--- config.mk ---
export PLATFORM = sky130hd
export DESIGN_NAME = hp_manager
export DESIGN_NICKNAME = d
export VERILOG_FILES = /design/src/rtl/hp_manager.sv
export SDC_FILE = /design/constraint.sdc
export NUM_CORES = 1
export LEC_CHECK = 0
export ABC_AREA = 0
export BUFFER_PORTS_ARGS = -buffer_cell sky130_fd_sc_hd__buf_2
export CAP_MARGIN = 20
export CELL_PAD_IN_SITES_DETAIL_PLACEMENT = 1
export CELL_PAD_IN_SITES_GLOBAL_PLACEMENT = 1
export CORE_MARGIN = 1.5
export CORE_UTILIZATION = 41
export CTS_CLUSTER_DIAMETER = 150
export DETAILED_ROUTE_END_ITERATION = 10
export PLACE_DENSITY = 0.87
export SETUP_SLACK_MARGIN = 0.4
export SLEW_MARGIN = 20
export SYNTH_ARGS = -nofsm -noshare
export SYNTH_HDL_FRONTEND = slang
export SYNTH_SLANG_ARGS = --single-unit
--- constraint.sdc ---
create_clock -name CLK -period 4.96 [get_ports CLK]
set_input_delay 0.496 -clock CLK [delete_from_list [all_inputs] [get_ports CLK]]
set_output_delay 0.496 -clock CLK [all_outputs]
set_load 0.05 [all_outputs]
--- src/rtl/hp_manager.sv ---
// hp_manager: tracks both players' HP across quiz rounds scored by the win/lose judge.
// Latency: HP changes are visible 2 cycles after a result code is sampled in PLAY; NEXT_Q follows its trigger edge by one cycle.
// Backpressure: none; a held judge code is absorbed in WAIT_CLR until the judge returns to 000.
module hp_manager #(
   parameter int HP_INIT  = 5,
   parameter int DMG      = 1,
   parameter int DRAW_DMG = 1
) (
   input  logic       CLK,
   input  logic       RST,
   input  logic       START,
   input  logic [2:0] WL_IN,
   output logic [3:0] MY_HP,
   output logic [3:0] EN_HP,
   output logic       ROUND_DONE,
   output logic       NEXT_Q,
   output logic       GAME_OVER,
   output logic [1:0] RESULT
);

   localparam logic [3:0] HP_INIT4  = 4'(HP_INIT);
   localparam logic [3:0] DMG4      = 4'(DMG);
   localparam logic [3:0] DRAW_DMG4 = 4'(DRAW_DMG);

   typedef enum logic [2:0] {
      S_IDLE     = 3'd0,
      S_PLAY     = 3'd1,
      S_HIT      = 3'd2,
      S_WAIT_CLR = 3'd3,
      S_OVER     = 3'd4
   } state_t;

   state_t     state;
   state_t     state_nxt;
   logic [2:0] code;
   logic [3:0] my_dmg;
   logic [3:0] en_dmg;
   logic [3:0] my_hit;
   logic [3:0] en_hit;
   logic       wl_valid;
   logic       start_game;
   logic       next_q_set;

   function automatic logic [3:0] sat_sub(input logic [3:0] a, input logic [3:0] b);
      return (a > b) ? (a - b) : 4'd0;
   endfunction

   // Only 001/010/011 are round results; 000 and 1xx are ignored.
   assign wl_valid   = (WL_IN[2] == 1'b0) && (WL_IN[1:0] != 2'b00);
   assign start_game = ((state == S_IDLE) || (state == S_OVER)) && START;

   always_comb begin
      my_dmg = 4'd0;
      en_dmg = 4'd0;
      case (code)
         3'b001:  en_dmg = DMG4;
         3'b010:  my_dmg = DMG4;
         3'b011: begin
            my_dmg = DRAW_DMG4;
            en_dmg = DRAW_DMG4;
         end
         default: ;
      endcase
      my_hit = sat_sub(MY_HP, my_dmg);
      en_hit = sat_sub(EN_HP, en_dmg);
   end

   always_ff @(posedge CLK or negedge RST) begin
      if (!RST) begin
         state <= S_IDLE;
      end else begin
         state <= state_nxt;
      end
   end

   always_comb begin
      state_nxt = state;
      case (state)
         S_IDLE:     if (START) state_nxt = S_PLAY;
         S_PLAY:     if (wl_valid) state_nxt = S_HIT;
         S_HIT:      state_nxt = ((my_hit == 4'd0) || (en_hit == 4'd0)) ? S_OVER : S_WAIT_CLR;
         S_WAIT_CLR: if (WL_IN == 3'b000) state_nxt = S_PLAY;
         S_OVER:     if (START) state_nxt = S_PLAY;
         default:    state_nxt = S_IDLE;
      endcase
   end

   always_comb begin
      ROUND_DONE = (state == S_HIT);
      GAME_OVER  = (state == S_OVER);
      RESULT     = 2'b00;
      if (state == S_OVER) begin
         RESULT = {MY_HP == 4'd0, EN_HP == 4'd0};
      end
      next_q_set = start_game || ((state == S_WAIT_CLR) && (WL_IN == 3'b000));
   end

   always_ff @(posedge CLK or negedge RST) begin
      if (!RST) begin
         NEXT_Q <= 1'b0;
      end else begin
         NEXT_Q <= next_q_set;
      end
   end

   always_ff @(posedge CLK or negedge RST) begin
      if (!RST) begin
         code <= 3'b000;
      end else if ((state == S_PLAY) && wl_valid) begin
         code <= WL_IN;
      end else if (state == S_HIT) begin
         code <= 3'b000;
      end
   end

   // HP is frozen in OVER until a restart reloads it.
   always_ff @(posedge CLK or negedge RST) begin
      if (!RST) begin
         MY_HP <= HP_INIT4;
         EN_HP <= HP_INIT4;
      end else if ((state == S_IDLE) || start_game) begin
         MY_HP <= HP_INIT4;
         EN_HP <= HP_INIT4;
      end else if (state == S_HIT) begin
         MY_HP <= my_hit;
         EN_HP <= en_hit;
      end
   end

endmodule

======== Yosys cells after proc, flatten, opt, wreduce, memory -nomap -nowiden ========
Cells that the tools add are included.
Widths: inputs -> output; s select.
word-level totals
  bits of input ports ..................... 6
  flip-flop bits (word level) ............. 15
  word-level logic and storage cells ...... 57
cells by class
  add/sub/neg operators ................... 2
  multiplexer cells ....................... 16
  reduce and logical (&&, ||, !) cells .... 21
  equal/unequal tests ..................... 10
  bitwise gates (word level) .............. 1
  order comparisons ....................... 2
operator list
  cell                count
  $mux 4              6
  $mux 3              6
  $logic_not 4->1     4
  $eq 3x2->1 const B  4
  $pmux 3 s4          1
  $gt 4x4->1          2
  $sub 4x4->4         2
  $eq 3x1->1 const B  2
  $logic_not 3->1     2
  $reduce_bool 2->1   3
  $reduce_or 2->1     3
  $logic_and 1x1->1   4
  $logic_or 1x1->1    4
  $ne 2x2->1 const B  2
  $eq 3x3->1 const B  1
  $reduce_and 3->1    1
  $mux 1              2
  $mux 2              1
  $ne 2x1->1 const B  1
  $not 1->1           1

======== Longest topological paths before layout ========
  depth in word-level cells ............... 9
  depth in mapped cells ................... 8

======== Worst setup path after synthesis ========
Ideal clock, no wire load.
  path type ............................... register -> output
  start point ............................. reg EN_HP[3]
  end point ............................... out RESULT[0]
  setup slack ............................. 2.019 ns
  data arrival time ....................... 2.445 ns
  cell stages (with the launch flop) ...... 3
  cells stage by stage .................... dfrtp_1 -> nor2_1 -> nor4b_1
between the ends
  word-level cells in the longest chain between the ends .. 2
ends and longest elaborated chain
  item                    RTL line  source
  start, declared         14        output logic [3:0] EN_HP,
  start signal, assigned  126       EN_HP <= en_hit;
  $logic_not 4->1         93        RESULT = {MY_HP == 4'd0, EN_HP == 4'd0};
  $mux 2                  92        if (state == S_OVER) begin
  end, declared           18        output logic [1:0] RESULT
Every way passes these cells.

======== Worst setup path in the final report ========
  start point ............................. reg state[2]
  end point ............................... out ROUND_DONE
between the ends
  word-level cells in the longest chain between the ends .. 1
ends and longest elaborated chain
  item                    RTL line  source
  start, declared         33        state_t state;
  start signal, assigned  72        state <= state_nxt;
  $eq 3x2->1              89        ROUND_DONE = (state == S_HIT);
  end, declared           15        output logic ROUND_DONE,
Every way passes these cells.

==> flow_results.org <==
** Status
- Run status :: completed

** Timing
- After layout, the minimum clock period comes to roughly 2.2 ns.
- Setup violations remaining at the end of the flow were counted as 0.
- Across all hold checks on the routed design, the worst slack comes to 0.0983 ns.
- In the finished design, the share of the clock period the worst path needs comes to 44.5%.
- Tightest Pin Transition :: between 0.6 and 0.7 ns
- Final Hold Fails :: 0
- RSZ-0062 raised after global routing :: no
- Worst slew margin relative to its limit :: between 50% and 60%
- Static timing analysis puts the maximum clock frequency at between 0.4 and 0.5 GHz.
- The count of final max-slew check failures is 0.
- Clock skew on the completed layout was measured at ~0.0047 ns.
- Total negative setup slack :: 0 ns

** Detailed routing
- Initial detailed-routing violation count :: 12
- After detailed routing, the average wire length per cell comes to about 15 um.
- Detailed Route WL :: 2360 um
- Detailed routing inserted a total of roughly 880 vias.
- # DRC :: 0
- The count of nets left with antenna violations once routing finished came out at 0.
- Average vias per placed instance :: ~5.7
- The first detailed-routing pass ran for 4 iterations.

** Placed design
- Detailed placement ended at an HPWL of between 1500 and 2000 um.
- Placed insts :: about 150
- Input/output buffers :: 18
- Routability-driven placement finished with a final weighted congestion of 0.809.

** Synthesis
- After synthesis, the largest area contributor takes up a little over 30% of total cell area.
- Register bit count reported by yosys :: 15
- In this run the cell area of the synthesized design comes to 890 um^2.
- In the synthesized netlist the dominant register cell turns out to be dfrtp_1.
- Synthesis produced between 100 and 150 cells.
- Dominant cell type by area after synthesis :: dfrtp_1
- Of all flip-flops after synthesis, the portion carrying an async set or reset was 100%.
- For this run, the number of Yosys warnings is 0.
- EDFF count, synth :: 0
- Yosys cell types :: 30
- Mean instance size in the synthesized netlist :: ~8.2 um^2
- Summing the sequential cell areas from Yosys gives a little over two fifths of the chip area.
- Leading post-synthesis cells by cell area :: dfrtp_1 31%, dfstp_2 12%, nand2_1 8.0%
- Mapped Nets :: about 120

** Global route
- For this run, global-route usage on met3 was measured as 3.03%.
- Total Routing Usage GR :: 21.1%
- Grt met2 use :: 38.2%
- Grt total ovfl :: 0
- Vias in the first global route :: between 800 and 900
- Met1 routing resource usage after global routing :: 25.4%
- Busiest layer in global routing :: met2
- Number of antenna violations at the first check in global routing :: 0
- First-pass GRT wire length :: a little under 4000 um
- Pin count of the biggest net entering global routing :: 16

** Setup path
- Traced cell by cell, the critical path runs through nor2_1, nand2_1, inv_2, buf_2.
- The kind of cell with the highest combined delay along the critical path is buffers and inverters.
- At the worst endpoint, the arrival time is ~1.7 ns.
- Crit Path Max Fanout :: 13
- On the worst path, the slowest cell contributes a delay of 0.44 ns.
- Total buffers and inverters traversed by the critical path :: 2
- The critical path in this run is classified as register to primary output.
- STA classifies the critical path startpoint as a register.
- Cell with the largest stage delay on the worst path :: dfrtp_1
- Worst Path Required :: 4.46 ns
- Crit. End Element :: primary output

** Finish
- Antenna diode count :: 0
- Fraction of final layout cells with drive strength greater than 1 :: 21.9%
- Most common library cell in the layout ignoring fill and taps :: nand2_1
- After the flow finishes, the layout carries non-filler instances totaling ~160.
- Synth-to-Final Area Change :: 16.0%
- The net count of the finished layout is 139.
- After filler insertion, the fill cell instance count of the layout stands at 265.
- In the layout the commonest cells are 19 x nand2_1, 18 x buf_2, 12 x nor2_1, 11 x dfrtp_1, 8 x a21oi_1.

** Pwr
- Switching share of total power :: about half
- Internal power component :: 276 uW
- Power share of the combinational group :: 52.7%
- Switching power total :: 269 uW
- Clock share of power :: around an eighth
- The worst-case IR drop observed on VDD is 0.000275 V.
- The share of total power dissipated in sequential elements is 34.0%.
- In this run the power density over the cells is between 500 and 600 nW/um^2.
- For this design the static power due to leakage is 0.000528 uW.

** Clocking
- Post-CTS timing repair inserted 0 buffers for setup.
- The clock net in this run drives a total of 15 sinks.
- The tree is rooted in a clkbuf_4.
- CTS built an H-tree with a depth of 1.
- Clock tree synthesis inserted a total of 3 buffers.
- Clock latency on the worst-skew pair, taken at its later pin, is around 0.29 ns.
- After clock tree synthesis, the repair step resized 0 gates.
- CTS tree :: built
- Hold bufs inserted after CTS :: 0
- The longest clock path from root to sink contains 2 buffers.
- Clock-pin slew was measured on the worst setup and hold paths at around 0.090 ns.

** Floorplan
- DIE HEIGHT :: between 40 and 50 um
- Effective utilization at floorplan :: between 40 and 50%
- Area inside the core boundary :: approximately 2000 um^2
- Area of the die :: 2460 um^2
- Total I/O pin count :: 19
- The floorplan step set the die width to between 40 and 50 um.
- The floorplan has 16 rows.

** Hold path
- In this run the worst hold path is classified as primary input to async pin.

** Run
- Max-cap violations in this run came to 0.
logic make-up after synthesis:
kind of cell,synth area share (%)
AOI/OAI and AO/OA,23.2
adders and majority gates,5.63
buffers and inverters,4.22
DFF,42.8
and+or+nand+nor,24.2
cells in the mapped netlist, types with 2 or more instances:
cell type / n
o21ai_1: 7
buf_1: 2
dfrtp_1: 11
inv_2: 2
o22ai_1: 2
dfstp_2: 4
nor2_1: 12
o21ai_0: 5
nand2b_1: 3
a21o_1: 2
nor2b_1: 2
ha_1: 4
inv_1: 6
a31oi_1: 2
a21oi_1: 8
nor4_1: 2
nor3_1: 3
nand2_1: 19
worst register-to-register path: cells and delay by family, from the launching register on:
kind / cells / cell delay [ns]
flip-flops: 1 / 0.55
AO/OA/AOI/OAI: 4 / 0.66
buffers and inverters: 1 / 0.06
AND/OR/NAND/NOR: 1 / 0.48
adder cells (fa/ha/maj): 1 / 0.33
path summary, 6_finish.rpt:
check / from / end / slack (ns) / cells past startpoint
setup / recovery: state[2] / ROUND_DONE / 2.75 / 4
hold / removal: RST / EN_HP[3] / 0.1 / 1
setup reg to reg: EN_HP[0] / state[1] / 2.79 / 7
hold reg to reg: EN_HP[2] / EN_HP[2] / 0.51 / 2
max in group asynchronous: RST / MY_HP[0] / 4.55 / 1
min in group CLK: START / state[2] / 0.40 / 2
power groups by stage:
stage               clock [uW]  combinational, uW  sequential, uW
floorplan                    0                168             234
detailed placement           0                287             188
global placement             0                276             186
global route              78.2                315             191
CTS                       73.3                288             186
finish                    72.6                287             186
per-stage QoR:
| step | power (uW) | util (%) | worst slack (ns) | instance area [um^2] |
|---|---|---|---|---|
| 3_3_place_gp | 462 | 50.2 | 2.92 | 1010 |
| 2_1_floorplan | 402 | - | 2.02 | 890 |
| 3_5_place_dp | 475 | 50.2 | 2.82 | 1010 |
| 5_1_grt | 584 | 51.6 | 2.69 | 1030 |
| 6_report | 545 | 51.6 | 2.75 | 1030 |
| 4_1_cts | 547 | 51.6 | 2.75 | 1030 |
layout make-up:
type | count | area [um^2] | share of cell area, %
clock buffer | 4 | 26.3 | 2.55
inverter | 8 | 30.0 | 2.91
multi-input combinational | 83 | 472 | 45.7
sequential | 15 | 380 | 36.8
tap | 27 | 33.8 | 3.27
timing repair buffer | 18 | 90.1 | 8.73
metal layers:
metal  wire length, um  share of wire [%]  vias to the layer above
met2              1250                 53                       18
li1                  -                  -                      421
met4                29                1.2                        0
met5                 0                  0                        -
met1              1010                 43                      440
met3                70                3.0                        5
flip-flops by register name, indices dropped and copies added, names as in the netlist:
signal and flops:
NEXT_Q 1, EN_HP 4, state 3, code 3, MY_HP 4
(Power assumes the default switching activity.)
